$ cat src/rtl/tdm_mux_4to1_pkg.sv
// Shared constants and the channel-index type for the 4-channel TDM mux.
package tdm_pkg;
    localparam int NUM_CH = 4;
    localparam int SEL_W  = 2;

    typedef logic [SEL_W-1:0] sel_t;
endpackage

$ cat src/rtl/tdm_mux_4to1_arb.sv
// Combinational 4-way round-robin arbiter: search starts one past the last
// granted channel and wraps, so the last winner has the lowest priority.
module rr_arbiter_4
    import tdm_pkg::*;
(
    input  logic [NUM_CH-1:0] req,
    input  logic              en,
    input  sel_t              last,
    output logic [NUM_CH-1:0] gnt,
    output sel_t              gnt_idx,
    output logic              gnt_vld
);
    sel_t cand;

    always_comb begin
        gnt     = '0;
        gnt_idx = last;
        gnt_vld = 1'b0;
        cand    = last;
        for (int k = 1; k <= NUM_CH; k++) begin
            cand = sel_t'(int'(last) + k);
            if (en && !gnt_vld && req[cand]) begin
                gnt[cand] = 1'b1;
                gnt_idx   = cand;
                gnt_vld   = 1'b1;
            end
        end
    end
endmodule

$ cat src/rtl/tdm_mux_4to1.sv
// Four-channel round-robin TDM merger with registered output beat and
// source index, valid/ready on every side.
module tdm_mux_4to1
    import tdm_pkg::*;
#(
    parameter int DATA_W = 1
) (
    input  logic                     clk,
    input  logic                     rst_n,
    input  logic [NUM_CH-1:0]        in_valid,
    input  logic [NUM_CH*DATA_W-1:0] in_data,
    output logic [NUM_CH-1:0]        in_ready,
    output logic                     out_valid,
    output logic [DATA_W-1:0]        out_data,
    output sel_t                     out_sel,
    input  logic                     out_ready
);
    logic              out_valid_q, out_valid_d;
    logic [DATA_W-1:0] out_data_q, out_data_d;
    sel_t              out_sel_q, out_sel_d;
    sel_t              last_q, last_d;

    logic              load;
    logic [NUM_CH-1:0] gnt;
    sel_t              gnt_idx;
    logic              gnt_vld;

    assign load = !out_valid_q || out_ready;

    // Gating with rst_n keeps in_ready low for every cycle reset is held.
    rr_arbiter_4 u_arb (
        .req     (in_valid),
        .en      (load && rst_n),
        .last    (last_q),
        .gnt     (gnt),
        .gnt_idx (gnt_idx),
        .gnt_vld (gnt_vld)
    );

    assign in_ready = gnt;

    always_comb begin
        out_valid_d = out_valid_q;
        out_data_d  = out_data_q;
        out_sel_d   = out_sel_q;
        last_d      = last_q;
        if (load) begin
            out_valid_d = gnt_vld;
            if (gnt_vld) begin
                out_data_d = in_data[gnt_idx*DATA_W +: DATA_W];
                out_sel_d  = gnt_idx;
                last_d     = gnt_idx;
            end
        end
    end

    always_ff @(posedge clk) begin
        if (!rst_n) begin
            out_valid_q <= 1'b0;
            out_data_q  <= '0;
            out_sel_q   <= '0;
            last_q      <= sel_t'(NUM_CH - 1);
        end else begin
            out_valid_q <= out_valid_d;
            out_data_q  <= out_data_d;
            out_sel_q   <= out_sel_d;
            last_q      <= last_d;
        end
    end

    assign out_valid = out_valid_q;
    assign out_data  = out_data_q;
    assign out_sel   = out_sel_q;
endmodule
$ cat config.mk
export PLATFORM = sky130hd
export DESIGN_NAME = tdm_mux_4to1
export DESIGN_NICKNAME = d
export VERILOG_FILES = /design/src/rtl/tdm_mux_4to1_pkg.sv /design/src/rtl/tdm_mux_4to1_arb.sv /design/src/rtl/tdm_mux_4to1.sv
export SDC_FILE = /design/constraint.sdc
export NUM_CORES = 1
export LEC_CHECK = 0
export ABC_CLOCK_PERIOD_IN_PS = 2300
export CAP_MARGIN = 40
export CORE_ASPECT_RATIO = 1.5
export CORE_MARGIN = 1.5
export CORE_UTILIZATION = 46
export CTS_BUF_LIST = sky130_fd_sc_hd__clkbuf_4 sky130_fd_sc_hd__clkbuf_8 sky130_fd_sc_hd__clkbuf_16
export DETAILED_ROUTE_END_ITERATION = 8
export PLACE_DENSITY = 0.75
export SYNTH_ARGS = -nofsm -noshare
export SYNTH_HDL_FRONTEND = slang
export SYNTH_SLANG_ARGS = --single-unit
$ cat constraint.sdc
create_clock -name clk -period 2.3 [get_ports clk]
set_input_delay 0.23 -clock clk [delete_from_list [all_inputs] [get_ports clk]]
set_output_delay 0.23 -clock clk [all_outputs]
set_load 0.02 [all_outputs]
==> impl_metrics.env <==
export IMPL_status="complete, but fails checks"
export IMPL_violations="negative setup slack"
export IMPL_leakage_nw=0.609
export IMPL_syn_nets=137
export IMPL_period_needed_ns=2.31
export IMPL_drtIter0Drc=26
export IMPL_synthesis_area_um2=978
export IMPL_worstSetupPathType="reg -> out"
export IMPL_dp_hpwl_um=2060
export IMPL_ys_seq_area_share_pct=12.3
export IMPL_crit_path_end_kind="primary output"
export IMPL_final_cell_area_mm2=0.00137
export IMPL_rsz0062_at_grt="yes"
export IMPL_critPathMaxStageDelay_ns=0.39
export IMPL_combPwrFrac_pct=80.8
export IMPL_synth_warnings=0
export IMPL_grt_pass1_wl_um=4200
export IMPL_path_clk_slew_ns=0.05
export IMPL_synthDistinctLibCells=48
export IMPL_via_per_inst=5.81
export IMPL_postCtsHoldBufs=0
export IMPL_drv_slew=0
export IMPL_clock_latency_ns=0.25
export IMPL_cap_violations=0
export IMPL_m1WireLength_um=1070
export IMPL_grt_ovfl_total=0
export IMPL_port_buffers=18
export IMPL_routed_wl_um=2690
export IMPL_start_kind="flip-flop"
export IMPL_totalNegativeSetupSlack_ns=-0.00866
export IMPL_wl_met3_um=61
export IMPL_setup_violations=1
export IMPL_dr_total_vias=1028
export IMPL_pwr_share_seq_pct=12.4
export IMPL_max_vdd_ir_drop_mv=0.463
export IMPL_maxSlewHeadroom_pct=70.2
export IMPL_crit_top_cell="buf_4"
export IMPL_worst_slack_ns=-0.00866
export IMPL_initial_core_util_pct=48.3
export IMPL_post_drt_wl_per_cell_um=15.2
export IMPL_fillers=174
export IMPL_clockBufferDepth=2
export IMPL_hold_viol=0
export IMPL_critical_path_top_delay_family="flip-flops"
export IMPL_internal_power_uw=808
export IMPL_grt_max_degree=13
export IMPL_n_antenna_cell=0
export IMPL_multi_input_area_um2=781
export IMPL_die_h_um=59.5
export IMPL_gp_congestion=0.923
export IMPL_syn_inst=118
export IMPL_cts_made_buffers=3
export IMPL_drc_errors=0
export IMPL_finClkSkew_ns=0.00599
export IMPL_cts_sinks=6
export IMPL_antenna_found_initial=0
export IMPL_min_path_type="reg -> reg"
export IMPL_die_area_mm2=0.00242
export IMPL_cp_max_fo=5
export IMPL_num_rows=20
export IMPL_grt_pass1_vias=1002
export IMPL_fp_dieW_um=40.7
export IMPL_synth_edf_count=0
export IMPL_critPathSlowestCell="dfxtp_4"
export IMPL_worst_path_buf_inv=3
export IMPL_crit_path_cell_trace="inv_4 > ha_4 > mux4_2 > buf_4 > and3_4 > a22oi_1 > o211ai_1 > buf_4"
export IMPL_switching_share_pct=44.0
export IMPL_fin_nets=176
export IMPL_htree_levels=1
export IMPL_power_density_mw_per_mm2=1050
export IMPL_tightest_slew_ns=0.441
export IMPL_ys_seq_elements=6
export IMPL_io_pins=19
export IMPL_drt_pass1_iter_count=5
export IMPL_layout_drive_gt1_share_pct=36.1
export IMPL_p_clk_share_pct=6.8
export IMPL_cts_root_buf="clkbuf_4"
export IMPL_ys_flop_type="dfxtp_1"
export IMPL_placed_cell_area_mm2=0.00130
export IMPL_cts_tree="done"
export IMPL_area_delta_synth_final_pct=39.8
export IMPL_top_layer_used="met3"
export IMPL_syn_area_per_cell_um2=8.29
export IMPL_crit_arrival_ns=2.08
export IMPL_fmax_mhz=433
export IMPL_power_switching_uw=634
export IMPL_period_share_pct=100
export IMPL_track_usage_pct=24.8
export IMPL_required_ns=2.07
export IMPL_dr_wl_met2_um=1560
export IMPL_coreArea_mm2=0.00203
export IMPL_synthArstFlopShare_pct=0
export IMPL_register_area_um2=125
export IMPL_ant_nets=0
==> worst register-to-register path: cells and delay by family (launching register included) <==
family                   cells  cell delay (ns)
AO/OA/AOI/OAI                4             0.53
buffers and inverters        3             0.35
multiplexers                 1             0.35
flip-flops                   1             0.39
adder cells (fa/ha/maj)      1             0.26
AND/OR/NAND/NOR              1             0.33
==> registers in the layout, indices dropped and copies added, names as in the netlist <==
signal	flops
out_sel	2
last_q	2
out_valid	1
out_data	1
==> metal layers <==
layer,track usage (%),up-vias
met4,3.33,0
li1,-,511
met5,0,-
met2,46.7,23
met3,4.51,0
met1,27.5,494
==> power by group through the flow <==
stage               Clock (mW)  Sequential [mW]  Combinational [mW]
floorplan                    0            0.195               0.702
global placement             0            0.175                1.04
detailed placement           0            0.176                1.07
CTS                      0.102            0.180                1.07
global route             0.109            0.181                1.28
finish                  0.0987            0.178                1.17
==> stage by stage <==
step | util, % | setup WS, ns | total power, mW | instances | hold WS [ns]
2_1_floorplan | - | 0.0160 | 0.897 | 118 | 0.468
3_3_place_gp | 64.2 | -0.376 | 1.21 | 172 | 0.458
3_5_place_dp | 64.2 | -0.430 | 1.24 | 172 | 0.467
4_1_cts | 65.2 | 0.000767 | 1.35 | 175 | 0.472
5_1_grt | 67.5 | -0.129 | 1.57 | 177 | 0.500
6_report | 67.5 | -0.00866 | 1.44 | 177 | 0.467
==> layout by cell type, fill, tap and decap left out, types with 3 or more instances in the layout <==
master,count
inv_1,7
ha_1,7
mux4_2,3
mux2_2,4
nand2b_1,4
buf_4,28
a22oi_2,4
clkdlybuf4s50_1,13
dfxtp_1,4
nor2_1,3
nand2_1,10
nor3_1,6
o211ai_1,5
clkbuf_4,3
==> synth_stat cells (2+ instances only) <==
master     instances  share of area, %
a211oi_1           2               1.5
nand2_1           10               3.8
a22o_1             2               1.8
nor3b_1            2               1.5
o211a_1            2               2.0
ha_1               8                10
nor2b_1            2               1.3
mux4_2             3               6.9
o21ai_0            3               1.5
nand3_1            2               1.0
o211ai_1           5               3.8
buf_4              4               3.1
nand2b_1           4               2.6
nor3_1             6               3.1
buf_6              2               2.3
mux2_2             4               4.6
and2_1             3               1.9
o2111ai_1          2               1.8
dfxtp_1            6                12
mux2i_1            2               2.0
inv_1              9               3.5
buf_2              2               1.0
a21oi_1            2               1.0
nor2_1             3               1.2
a22oi_1            5               3.8
==> layout make-up <==
class                           count  area share (%)
Clock buffer                        3            1.65
Multi-Input combinational cell     93            57.1
Tap cell                           22            2.01
Timing Repair Buffer               44            27.4
Sequential cell                     6            9.15
Inverter                            9            2.65
==> what timing repair did <==
item | in CTS | in global routing
endpoints found under the setup margin | 5 | 6
pin swaps | 0 | 1
cloned | 0 | 0
gates resized for setup | 22 | 11
buffers inserted | 0 | 2
endpoints found under the hold margin | 0 | 0
==> logic make-up (layout without fill, tap and decap cells) <==
kind of cell | after synthesis | count (layout) | share of synthesized area [%]
AOI/OAI and AO/OA | 36 | 36 | 28.0
xor gates and xnor gates | 1 | 1 | 0.895
adders and majority gates | 8 | 8 | 10.2
buffers and inverters | 19 | 56 | 11.8
DFF | 6 | 6 | 12.3
muxes | 9 | 9 | 13.6
and+or+nand+nor | 39 | 39 | 23.3
==> path summary, 6_finish.rpt <==
kind | start | endpoint | slack, ns | cells after the start
worst max-delay path | last_q[0]$_SDFFE_PN1P_ | in_ready[2] | -0.009 | 8
worst min-delay path | out_data$_SDFFE_PN0P_ | out_data$_SDFFE_PN0P_ | 0.47 | 2
worst min register to register | out_data$_SDFFE_PN0P_ | out_data$_SDFFE_PN0P_ | 0.47 | 2
worst max register to register | last_q[0]$_SDFFE_PN1P_ | out_sel[1]$_SDFFE_PN0P_ | 0.02 | 10
Note: power is estimated with default switching activity, not from simulation.
